File: config.mk
export PLATFORM = sky130hd
export DESIGN_NAME = spi_xfer_sequencer_flat
export DESIGN_NICKNAME = d
export VERILOG_FILES = /design/src/rtl/spi_xfer_sequencer_if.sv /design/src/rtl/spi_xfer_sequencer.sv /design/src/flat_wrapper.sv
export SDC_FILE = /design/constraint.sdc
export NUM_CORES = 1
export LEC_CHECK = 0
export CAP_MARGIN = 20
export CORE_MARGIN = 2
export CORE_UTILIZATION = 50
export CTS_BUF_LIST = sky130_fd_sc_hd__clkbuf_16
export CTS_CLUSTER_SIZE = 25
export DETAILED_ROUTE_END_ITERATION = 8
export GPL_TIMING_DRIVEN = 1
export PLACE_DENSITY = 0.73
export SYNTH_ARGS = -nofsm -noshare
export SYNTH_HDL_FRONTEND = slang
export SYNTH_SLANG_ARGS = --single-unit
File: constraint.sdc
create_clock -name clk -period 3.1 [get_ports clk]
set_input_delay 0.62 -clock clk [delete_from_list [all_inputs] [get_ports clk]]
set_output_delay 0.62 -clock clk [all_outputs]
set_load 0.02 [all_outputs]
File: src/rtl/spi_xfer_sequencer_if.sv
// Bundles the push/pop side and the SPI host handshake of spi_xfer_sequencer.
// slave is the sequencer's view; master is the user/host-side view.
interface spi_xfer_sequencer_if #(
  parameter int unsigned DATA_WIDTH = 8,
  parameter int unsigned DEPTH      = 4
);
  localparam int unsigned LevelW = $clog2(DEPTH + 1);

  logic [DATA_WIDTH-1:0] wr_data;
  logic                  wr_en;
  logic                  tx_full;
  logic [LevelW-1:0]     tx_level;
  logic [DATA_WIDTH-1:0] rd_data;
  logic                  rd_en;
  logic                  rx_empty;
  logic [LevelW-1:0]     rx_level;
  logic [DATA_WIDTH-1:0] host_tx_data;
  logic                  host_tx_start;
  logic [DATA_WIDTH-1:0] host_rx_data;
  logic                  host_rx_valid;
  logic                  host_tx_done;
  logic                  busy;
  logic                  clr_err;
  logic                  tx_overflow;
  logic                  rx_overflow;
  logic                  timeout_err;

  modport slave (
    input  wr_data, wr_en, rd_en, host_rx_data, host_rx_valid, host_tx_done, clr_err,
    output tx_full, tx_level, rd_data, rx_empty, rx_level, host_tx_data, host_tx_start,
           busy, tx_overflow, rx_overflow, timeout_err
  );

  modport master (
    output wr_data, wr_en, rd_en, host_rx_data, host_rx_valid, host_tx_done, clr_err,
    input  tx_full, tx_level, rd_data, rx_empty, rx_level, host_tx_data, host_tx_start,
           busy, tx_overflow, rx_overflow, timeout_err
  );
endinterface

File: src/rtl/spi_xfer_sequencer.sv
// TX/RX FIFO front-end for an SPI host: issues buffered words one at a time via a
// start pulse, captures each response, and abandons transfers that stall too long.
module spi_xfer_sequencer #(
  parameter int unsigned DATA_WIDTH = 8,
  parameter int unsigned DEPTH      = 4,
  parameter int unsigned TIMEOUT    = 1024
) (
  input logic                 clk,
  input logic                 rst,
  spi_xfer_sequencer_if.slave bus
);
  localparam int unsigned PtrW   = $clog2(DEPTH);
  localparam int unsigned LevelW = $clog2(DEPTH + 1);
  localparam int unsigned TimerW = $clog2(TIMEOUT);
  localparam logic [LevelW-1:0] DepthL    = LevelW'(DEPTH);
  localparam logic [TimerW-1:0] TimerLast = TimerW'(TIMEOUT - 1);

  typedef enum logic [1:0] {StIdle, StIssue, StWait} state_e;

  state_e                state_q;
  logic [DATA_WIDTH-1:0] tx_mem_q [DEPTH];
  logic [DATA_WIDTH-1:0] rx_mem_q [DEPTH];
  logic [PtrW-1:0]       tx_wptr_q, tx_rptr_q, rx_wptr_q, rx_rptr_q;
  logic [LevelW-1:0]     tx_level_q, rx_level_q;
  logic [TimerW-1:0]     timer_q;
  logic [DATA_WIDTH-1:0] host_tx_data_q;
  logic                  host_tx_start_q;
  logic                  tx_ovf_q, rx_ovf_q, tmo_q;

  logic tx_full, rx_full, rx_empty;
  logic tx_push, tx_pop, rx_push, rx_pop, rx_valid_wait;
  logic unused_host_tx_done;

  assign unused_host_tx_done = bus.host_tx_done;

  always_comb begin
    tx_full       = (tx_level_q == DepthL);
    rx_full       = (rx_level_q == DepthL);
    rx_empty      = (rx_level_q == '0);
    tx_push       = bus.wr_en && !tx_full;
    // Only issue when the response is guaranteed a slot in the RX FIFO.
    tx_pop        = (state_q == StIdle) && (tx_level_q != '0) && !rx_full;
    rx_valid_wait = (state_q == StWait) && bus.host_rx_valid;
    rx_push       = rx_valid_wait && !rx_full;
    rx_pop        = bus.rd_en && !rx_empty;
  end

  always_ff @(posedge clk) begin
    if (tx_push) tx_mem_q[tx_wptr_q] <= bus.wr_data;
    if (rx_push) rx_mem_q[rx_wptr_q] <= bus.host_rx_data;
  end

  always_ff @(posedge clk) begin
    if (rst) begin
      tx_wptr_q  <= '0;
      tx_rptr_q  <= '0;
      rx_wptr_q  <= '0;
      rx_rptr_q  <= '0;
      tx_level_q <= '0;
      rx_level_q <= '0;
      tx_ovf_q   <= 1'b0;
      rx_ovf_q   <= 1'b0;
    end else begin
      if (tx_push) tx_wptr_q <= tx_wptr_q + PtrW'(1);
      if (tx_pop)  tx_rptr_q <= tx_rptr_q + PtrW'(1);
      if (rx_push) rx_wptr_q <= rx_wptr_q + PtrW'(1);
      if (rx_pop)  rx_rptr_q <= rx_rptr_q + PtrW'(1);

      if (tx_push && !tx_pop)      tx_level_q <= tx_level_q + LevelW'(1);
      else if (!tx_push && tx_pop) tx_level_q <= tx_level_q - LevelW'(1);
      if (rx_push && !rx_pop)      rx_level_q <= rx_level_q + LevelW'(1);
      else if (!rx_push && rx_pop) rx_level_q <= rx_level_q - LevelW'(1);

      tx_ovf_q <= (tx_ovf_q && !bus.clr_err) || (bus.wr_en && tx_full);
      rx_ovf_q <= (rx_ovf_q && !bus.clr_err) || (rx_valid_wait && rx_full);
    end
  end

  always_ff @(posedge clk) begin
    if (rst) begin
      state_q         <= StIdle;
      timer_q         <= '0;
      host_tx_data_q  <= '0;
      host_tx_start_q <= 1'b0;
      tmo_q           <= 1'b0;
    end else begin
      tmo_q <= tmo_q && !bus.clr_err;
      case (state_q)
        StIdle: begin
          if (tx_pop) begin
            host_tx_data_q  <= tx_mem_q[tx_rptr_q];
            host_tx_start_q <= 1'b1;
            state_q         <= StIssue;
          end
        end
        StIssue: begin
          host_tx_start_q <= 1'b0;
          timer_q         <= '0;
          state_q         <= StWait;
        end
        StWait: begin
          if (bus.host_rx_valid) begin
            state_q <= StIdle;
          end else if (timer_q == TimerLast) begin
            tmo_q   <= 1'b1;
            state_q <= StIdle;
          end else begin
            timer_q <= timer_q + TimerW'(1);
          end
        end
        default: state_q <= StIdle;
      endcase
    end
  end

  assign bus.tx_full       = tx_full;
  assign bus.tx_level      = tx_level_q;
  assign bus.rx_empty      = rx_empty;
  assign bus.rx_level      = rx_level_q;
  assign bus.rd_data       = rx_empty ? '0 : rx_mem_q[rx_rptr_q];
  assign bus.host_tx_data  = host_tx_data_q;
  assign bus.host_tx_start = host_tx_start_q;
  assign bus.busy          = (state_q != StIdle);
  assign bus.tx_overflow   = tx_ovf_q;
  assign bus.rx_overflow   = rx_ovf_q;
  assign bus.timeout_err   = tmo_q;
endmodule

File: src/flat_wrapper.sv
// flat-port wrapper written by rule: the top's interface ports become plain ports
module spi_xfer_sequencer_flat 
#(
  parameter int unsigned DATA_WIDTH = 8,
  parameter int unsigned DEPTH      = 4,
  parameter int unsigned TIMEOUT    = 1024
)
  (clk, rst, bus_wr_data, bus_wr_en, bus_rd_en, bus_host_rx_data, bus_host_rx_valid, bus_host_tx_done, bus_clr_err, bus_tx_full, bus_tx_level, bus_rd_data, bus_rx_empty, bus_rx_level, bus_host_tx_data, bus_host_tx_start, bus_busy, bus_tx_overflow, bus_rx_overflow, bus_timeout_err);
  spi_xfer_sequencer_if #(.DATA_WIDTH(DATA_WIDTH), .DEPTH(DEPTH)) bus_i ();
  input logic clk;
  input logic rst;
  input wire logic [$bits(bus_i.wr_data)-1:0] bus_wr_data;
  input wire logic [$bits(bus_i.wr_en)-1:0] bus_wr_en;
  input wire logic [$bits(bus_i.rd_en)-1:0] bus_rd_en;
  input wire logic [$bits(bus_i.host_rx_data)-1:0] bus_host_rx_data;
  input wire logic [$bits(bus_i.host_rx_valid)-1:0] bus_host_rx_valid;
  input wire logic [$bits(bus_i.host_tx_done)-1:0] bus_host_tx_done;
  input wire logic [$bits(bus_i.clr_err)-1:0] bus_clr_err;
  output wire logic [$bits(bus_i.tx_full)-1:0] bus_tx_full;
  output wire logic [$bits(bus_i.tx_level)-1:0] bus_tx_level;
  output wire logic [$bits(bus_i.rd_data)-1:0] bus_rd_data;
  output wire logic [$bits(bus_i.rx_empty)-1:0] bus_rx_empty;
  output wire logic [$bits(bus_i.rx_level)-1:0] bus_rx_level;
  output wire logic [$bits(bus_i.host_tx_data)-1:0] bus_host_tx_data;
  output wire logic [$bits(bus_i.host_tx_start)-1:0] bus_host_tx_start;
  output wire logic [$bits(bus_i.busy)-1:0] bus_busy;
  output wire logic [$bits(bus_i.tx_overflow)-1:0] bus_tx_overflow;
  output wire logic [$bits(bus_i.rx_overflow)-1:0] bus_rx_overflow;
  output wire logic [$bits(bus_i.timeout_err)-1:0] bus_timeout_err;
  assign bus_i.wr_data = bus_wr_data;
  assign bus_i.wr_en = bus_wr_en;
  assign bus_i.rd_en = bus_rd_en;
  assign bus_i.host_rx_data = bus_host_rx_data;
  assign bus_i.host_rx_valid = bus_host_rx_valid;
  assign bus_i.host_tx_done = bus_host_tx_done;
  assign bus_i.clr_err = bus_clr_err;
  assign bus_tx_full = bus_i.tx_full;
  assign bus_tx_level = bus_i.tx_level;
  assign bus_rd_data = bus_i.rd_data;
  assign bus_rx_empty = bus_i.rx_empty;
  assign bus_rx_level = bus_i.rx_level;
  assign bus_host_tx_data = bus_i.host_tx_data;
  assign bus_host_tx_start = bus_i.host_tx_start;
  assign bus_busy = bus_i.busy;
  assign bus_tx_overflow = bus_i.tx_overflow;
  assign bus_rx_overflow = bus_i.rx_overflow;
  assign bus_timeout_err = bus_i.timeout_err;
  spi_xfer_sequencer #(.DATA_WIDTH(DATA_WIDTH), .DEPTH(DEPTH), .TIMEOUT(TIMEOUT)) u_core (.clk(clk), .rst(rst), .bus(bus_i));
endmodule
==> metrics.txt, run 1 <==
area grow syn2layout=22.05%; unrepaired setup endpoints after global routing=no; CTS resizes=0; largest net degree at the start of global routing=41; via count=2523; leakage=1.817 nW; Final Setup Violations=0; Die W=96.27 um; first-pass GRT wire length=12400 um; Syn Area/Cell=14.19 um^2; final setup margin=187.9 ps; Crit path depth=3; share of cells above drive strength 1=0.1067; Post-CTS Hold Buffers=0; port buffer count=50; Crit Path Max Fanout=8; Setup WS pre-CTS=363.2 ps; initial antenna violation count=0; Mapped Area=4257 um^2; first drt pass iteration count=4; Post-Synthesis Cells=300; slowest CP cell=dfxtp_1; worst skew pair latency=340 ps; Ant. Diodes=0; H-Tree Depth=3; family with the most delay on the worst path=flip-flops; post-synth cell types=41; hold_ws=462.7 ps; Final Hold Vio Count=0; Synth Register Bits=104; Top FF cell, synth=edfxtp_1; internal power=3.025 mW; DRT iter0 DRCs=108; CP endpoint kind=output port; worst endpoint data arrival time=2290 ps; Sequential Power Share=0.416; Final ANT Viol Nets=0; clock root buffer=clkbuf_16; final critical-path share of the clock period=0.9394; crit-path cells=mux4_2 -> and2_1 -> clkdlybuf4s50_1; finished layout cell area=5195 um^2; Vias/cell=5.473; number of flops mapped to enable cells by yosys=64; Layout Utilization=0.6323; drt drc=0; post-synth top area cell=edfxtp_1; final net count=387; part of the power in combinational logic=0.306; Final Power=4.344 mW; grt ovf=0; outcome=complete, no violations; commonest non-fill, non-tap cell in the layout=edfxtp_1; CTS tree=built; Worst Path Required=2480 ps; slowest stage delay, CP=680 ps; final WL=7545 um; Clock Skew=6.501 ps; Fmax achieved=343.4 MHz; Hold Crit Class=reg2reg; die height=96.27 um; reg2reg path depth=8; Crit Path Category=reg2out; placed cells=445; Fin Setup TNS=0 ps; YS warnings=0; WL/cell=16.37 um; CP Launch Type=register; initial core utilization=0.5180; buffers and inverters on the worst path=1; total CTS buffers=9; Post-CTS Setup Bufs=0; post-synth top area share=0.4515; Power Density=836.2 nW/um^2; core footprint=8217 um^2; switching part of the total=0.3037; register area share after synthesis=0.6396; final cell count without fillers=461; placed instance area=4865 um^2; Psw=1.319 mW; ys async rst share=0; die area=9267 um^2; clk slew on worst S/H paths=70 ps; Worst slew margin=0.5725; worst hold stages=2; HPWL after DPL=5068 um; Global Route Usage Sum=0.1799; Max Cap Viol=0; Clock Sinks=104; syn nets=336; # rows=33; fin crit period=2912 ps; # IOs=52; clock buffer depth=2; vias in the first global route=2569; GPL Wtd Cong=0.7885; highest ir drop seen on vdd=0.0005253 V; Slew @ Worst Pin=640.4 ps; Synth area leaders=edfxtp_1 (45%), dfxtp_1 (19%), mux4_2 (8.5%); commonest non-fill, non-tap cells in the layout=edfxtp_1 (64), clkdlybuf4s50_1 (50), dfxtp_1 (40); max-slew violation count=0; Clk pwr share=0.278
state kept, by name, indices dropped and copies added, names as in the netlist, named ones only:
register and count:
u_core.rx_mem_q 32, u_core.tx_mem_q 32, u_core.timer_q 10, u_core.bus.host_tx_data 8, u_core.bus.rx_level 3, u_core.bus.tx_level 3, u_core.rx_rptr_q 2, u_core.rx_wptr_q 2
u_core.state_q 2, u_core.tx_rptr_q 2, u_core.tx_wptr_q 2, u_core.bus.host_tx_start 1, u_core.bus.rx_overflow 1, u_core.bus.timeout_err 1, u_core.bus.tx_overflow 1
cell type report:
cell class              count  area, um^2
multi-input cells         170        1431
clock inverters             7       105.1
inverters                  11       41.29
clock buffers               9       225.2
repair buffers             55       538.0
well taps                 105       131.4
flip-flops and latches    104        2723
fillers                   607        3022
power groups by stage:
stage | combinational, mW | clock (mW) | sequential (mW)
6_report | 1.33 | 1.21 | 1.81
3_3_place_gp | 1.31 | 0 | 1.83
3_5_place_dp | 1.34 | 0 | 1.84
4_1_cts | 1.35 | 1.23 | 1.81
2_1_floorplan | 0.808 | 0 | 1.86
5_1_grt | 1.45 | 1.29 | 1.84
metal layers:
metal / GRT usage / routed length (um) / up-vias
met5: 0 / 0 / -
met4: 0.07024 / 102 / 0
met3: 0.03602 / 273 / 9
met2: 0.3137 / 3866 / 46
met1: 0.2192 / 3301 / 1245
li1: - / - / 1223
synthesized netlist by cell type, types with 2 or more instances:
master	n
edfxtp_1	64
dfxtp_1	40
nor2_1	27
and2_1	16
mux4_2	16
mux2i_1	12
ha_1	11
inv_1	11
nand3_1	11
clkbuf_1	9
nand2_1	8
xor2_1	8
a21oi_1	7
or3_1	7
a31oi_1	5
buf_2	4
a41oi_1	3
and3_1	3
nand4_1	3
a22oi_1	2
a2bb2oi_1	2
a311oi_1	2
and4_1	2
buf_1	2
fa_1	2
nand2b_1	2
nor2b_1	2
o211ai_1	2
o21ai_0	2
or3b_1	2
or4_1	2
xnor2_1	2
cell families after synthesis:
family                     Yosys count  share of synthesized area
and+or+nand+nor                     89                     0.1102
muxes                               28                     0.1129
buffers and inverters               26                    0.02410
xor gates and xnor gates            10                    0.02058
adders and majority gates           13                    0.04174
AOI/OAI and AO/OA                   30                    0.05086
DFF                                104                     0.6396
worst reg2reg max path: cells and delay by family (launching register included):
kind                       cells  cell delay [ps]
AOI/OAI and AO/OA              1              170
adders and majority gates      2              580
buffers and inverters          1               60
DFF                            1              360
xor gates and xnor gates       1              180
and+or+nand+nor                3             1040
path summary, 6_finish.rpt:
check / startpoint / end / slack, ps
worst min register to register: u_core.bus.host_tx_start / u_core.bus.host_tx_start / 460
worst max register to register: u_core.bus.rx_level[0] / u_core.bus.rx_level[2] / 640
worst max-delay path: register / bus_rd_data[5] / 190
worst min-delay path: u_core.bus.host_tx_start / u_core.bus.host_tx_start / 460
(Power assumes the default switching activity.)
==> run 2, diff against run 1 <==
--- a/config.mk
+++ b/config.mk
@@ -13,6 +13,7 @@
 export DETAILED_ROUTE_END_ITERATION = 8
 export GPL_TIMING_DRIVEN = 1
 export PLACE_DENSITY = 0.73
+export SLEW_MARGIN = 40
 export SYNTH_ARGS = -nofsm -noshare
 export SYNTH_HDL_FRONTEND = slang
 export SYNTH_SLANG_ARGS = --single-unit
==> results of run 2 <==
Same layout as run 1: the final DEF is identical, and so are final timing and power.
==> run 3, diff against run 2 <==
--- a/config.mk
+++ b/config.mk
@@ -6,6 +6,7 @@
 export NUM_CORES = 1
 export LEC_CHECK = 0
 export CAP_MARGIN = 20
+export CORE_ASPECT_RATIO = 0.75
 export CORE_MARGIN = 2
 export CORE_UTILIZATION = 50
 export CTS_BUF_LIST = sky130_fd_sc_hd__clkbuf_16
@@ -17,3 +18,4 @@
 export SYNTH_ARGS = -nofsm -noshare
 export SYNTH_HDL_FRONTEND = slang
 export SYNTH_SLANG_ARGS = --single-unit
+export TNS_END_PERCENT = 100
==> run 3 against run 2 <==
Worst hold slack improved by 4.7 ps. Clock skew rose by 6.3 ps. First-iteration DRC count fell by 34%. Fmax rose by 0.24%. Clock power fell by 8%. Sequential share of layout area rose by 0.19 points. Clock-buffer cell count did not move. Wire length rose by 2.5%. Core utilization fell by 1.2 points. Total power fell by 2.1%. Critical path depth did not move. Register-to-register slack barely moved. Critical path type unchanged.
==> metrics.txt, run 3 (synthesis results as in run 1) <==
core footprint=8346 um^2 (was 8217 um^2); Clock Sinks=104 (unchanged); clock root buffer=clkbuf_16 (unchanged); area grow syn2layout=21.60% (was 22.05%); Max Cap Viol=0 (unchanged); # rows=29 (was 33); leakage=1.815 nW (was 1.817 nW); Multi-input gate area=1431 um^2 (unchanged); final cell count without fillers=464 (was 461); Final ANT Viol Nets=0 (unchanged); top flop regs=u_core.rx_mem_q (32), u_core.tx_mem_q (32), u_core.timer_q (10) (unchanged); port buffer count=50 (unchanged); total CTS buffers=9 (unchanged); first-pass GRT wire length=12900 um (was 12400 um); worst skew pair latency=350 ps (was 340 ps); final WL=7736 um (was 7545 um); crit-path cells=mux4_2 -> and2_1 -> clkdlybuf4s50_1 (unchanged); Crit Path Category=reg2out (unchanged); Power Density=821.3 nW/um^2 (was 836.2 nW/um^2); WL/cell=16.67 um (was 16.37 um); Fin Setup TNS=0 ps (unchanged); largest net degree at the start of global routing=29 (was 41); Crit Path Max Fanout=8 (unchanged); slowest CP cell=dfxtp_1 (unchanged); HPWL after DPL=5333 um (was 5068 um); clk slew on worst S/H paths=70 ps (about the same); initial antenna violation count=0 (unchanged); CTS resizes=0 (unchanged); Post-CTS Hold Buffers=0 (unchanged); CP endpoint kind=output port (unchanged); DRT iter0 DRCs=71 (was 108); via count=2533 (was 2523); Fmax achieved=344.2 MHz (was 343.4 MHz); die height=83.91 um (was 96.27 um); Slew @ Worst Pin=653.5 ps (was 640.4 ps); die area=9275 um^2 (was 9267 um^2); vias in the first global route=2626 (was 2569); GPL Wtd Cong=0.7726 (was 0.7885); first drt pass iteration count=4 (unchanged); Ant. Diodes=0 (unchanged); hold_ws=467.4 ps (was 462.7 ps); Hold Crit Class=reg2reg (unchanged); outcome=complete, no violations (unchanged); commonest non-fill, non-tap cells in the layout=edfxtp_1 (64), clkdlybuf4s50_1 (50), dfxtp_1 (40) (unchanged); max-slew violation count=0 (unchanged); Final Setup Violations=0 (unchanged); drt drc=0 (unchanged); initial core utilization=0.5100 (was 0.5180); FF/Latch Area=2723 um^2 (unchanged); Vias/cell=5.459 (was 5.473); final net count=387 (unchanged); unrepaired setup endpoints after global routing=no (unchanged); Final Hold Vio Count=0 (unchanged); Layout Utilization=0.6202 (was 0.6323); Worst Path Required=2480 ps (about the same); H-Tree Depth=3 (unchanged); grt ovf=0 (unchanged); Clock Skew=12.81 ps (was 6.501 ps); placed cells=448 (was 445); Worst slew margin=0.5637 (was 0.5725); clock buffer depth=2 (unchanged); fin crit period=2905 ps (was 2912 ps); slowest stage delay, CP=670 ps (was 680 ps); share of cells above drive strength 1=0.1039 (was 0.1067); final critical-path share of the clock period=0.9371 (was 0.9394); # IOs=52 (unchanged); CP Launch Type=register (unchanged); highest ir drop seen on vdd=0.0003821 V (was 0.0005253 V); Global Route Usage Sum=0.1792 (was 0.1799); Die W=110.5 um (was 96.27 um); Post-CTS Setup Bufs=0 (unchanged); worst endpoint data arrival time=2290 ps (about the same); CTS tree=built (unchanged); commonest non-fill, non-tap cell in the layout=edfxtp_1 (unchanged); Fillers=668 (was 607); Final Power=4.251 mW (was 4.344 mW)
run 3: cell types whose count changed in the layout (fill, tap and decap cells not counted), sizes merged:
cell      delta
inv          +2
bufinv       -1
clkinvlp     -1
run 3: path summary, 6_finish.rpt:
check	slack, ps	to	start	depth (start not counted)
max	190	bus_rd_data[2]	register	3
max reg2reg	640	u_core.bus.rx_level[2]	u_core.bus.rx_level[0]	8
min	470	u_core.bus.host_tx_start	u_core.bus.host_tx_start	2
min reg2reg	470	u_core.bus.host_tx_start	u_core.bus.host_tx_start	2
run 3: layout make-up:
cell class,instances,share of cell area
Multi-Input combinational cell,170,0.2765
Clock buffer,9,0.04351
Tap cell,108,0.02611
Timing Repair Buffer,55,0.1064
Clock inverter,7,0.01354
Sequential cell,104,0.5260
Inverter,11,0.007977
run 3: per-stage QoR:
| step | setup slack (ps) | area, um^2 |
|---|---|---|
| final | 195.0 | 5176 |
| after global routing | 90.14 | 5176 |
| after CTS | 144.2 | 5176 |
| after detailed placement | 334.6 | 4881 |
| after global placement | 384.9 | 4881 |
| after floorplan | 580.6 | 4257 |
run 3: routing by layer:
layer | vias to the layer above | wire length [um] | global-route usage
li1 | 1219 | - | -
met1 | 1241 | 3362 | 0.2153
met2 | 55 | 3936 | 0.3173
met3 | 18 | 317 | 0.04648
met4 | 0 | 120 | 0.05795
met5 | - | 0 | 0
run 3: power breakdown:
group | switching, mW | leakage [nW] | internal, mW
Clock | 0.487 | 0.151 | 0.627
Combinational | 0.662 | 0.756 | 0.666
Sequential | 0.164 | 0.908 | 1.64
run 3: critical path, delay by kind of cell, from the launching register on:
kind          cells  cell delay (ps)
flops             1              670
mux               1              580
buf+inv           1              530
simple gates      1              170
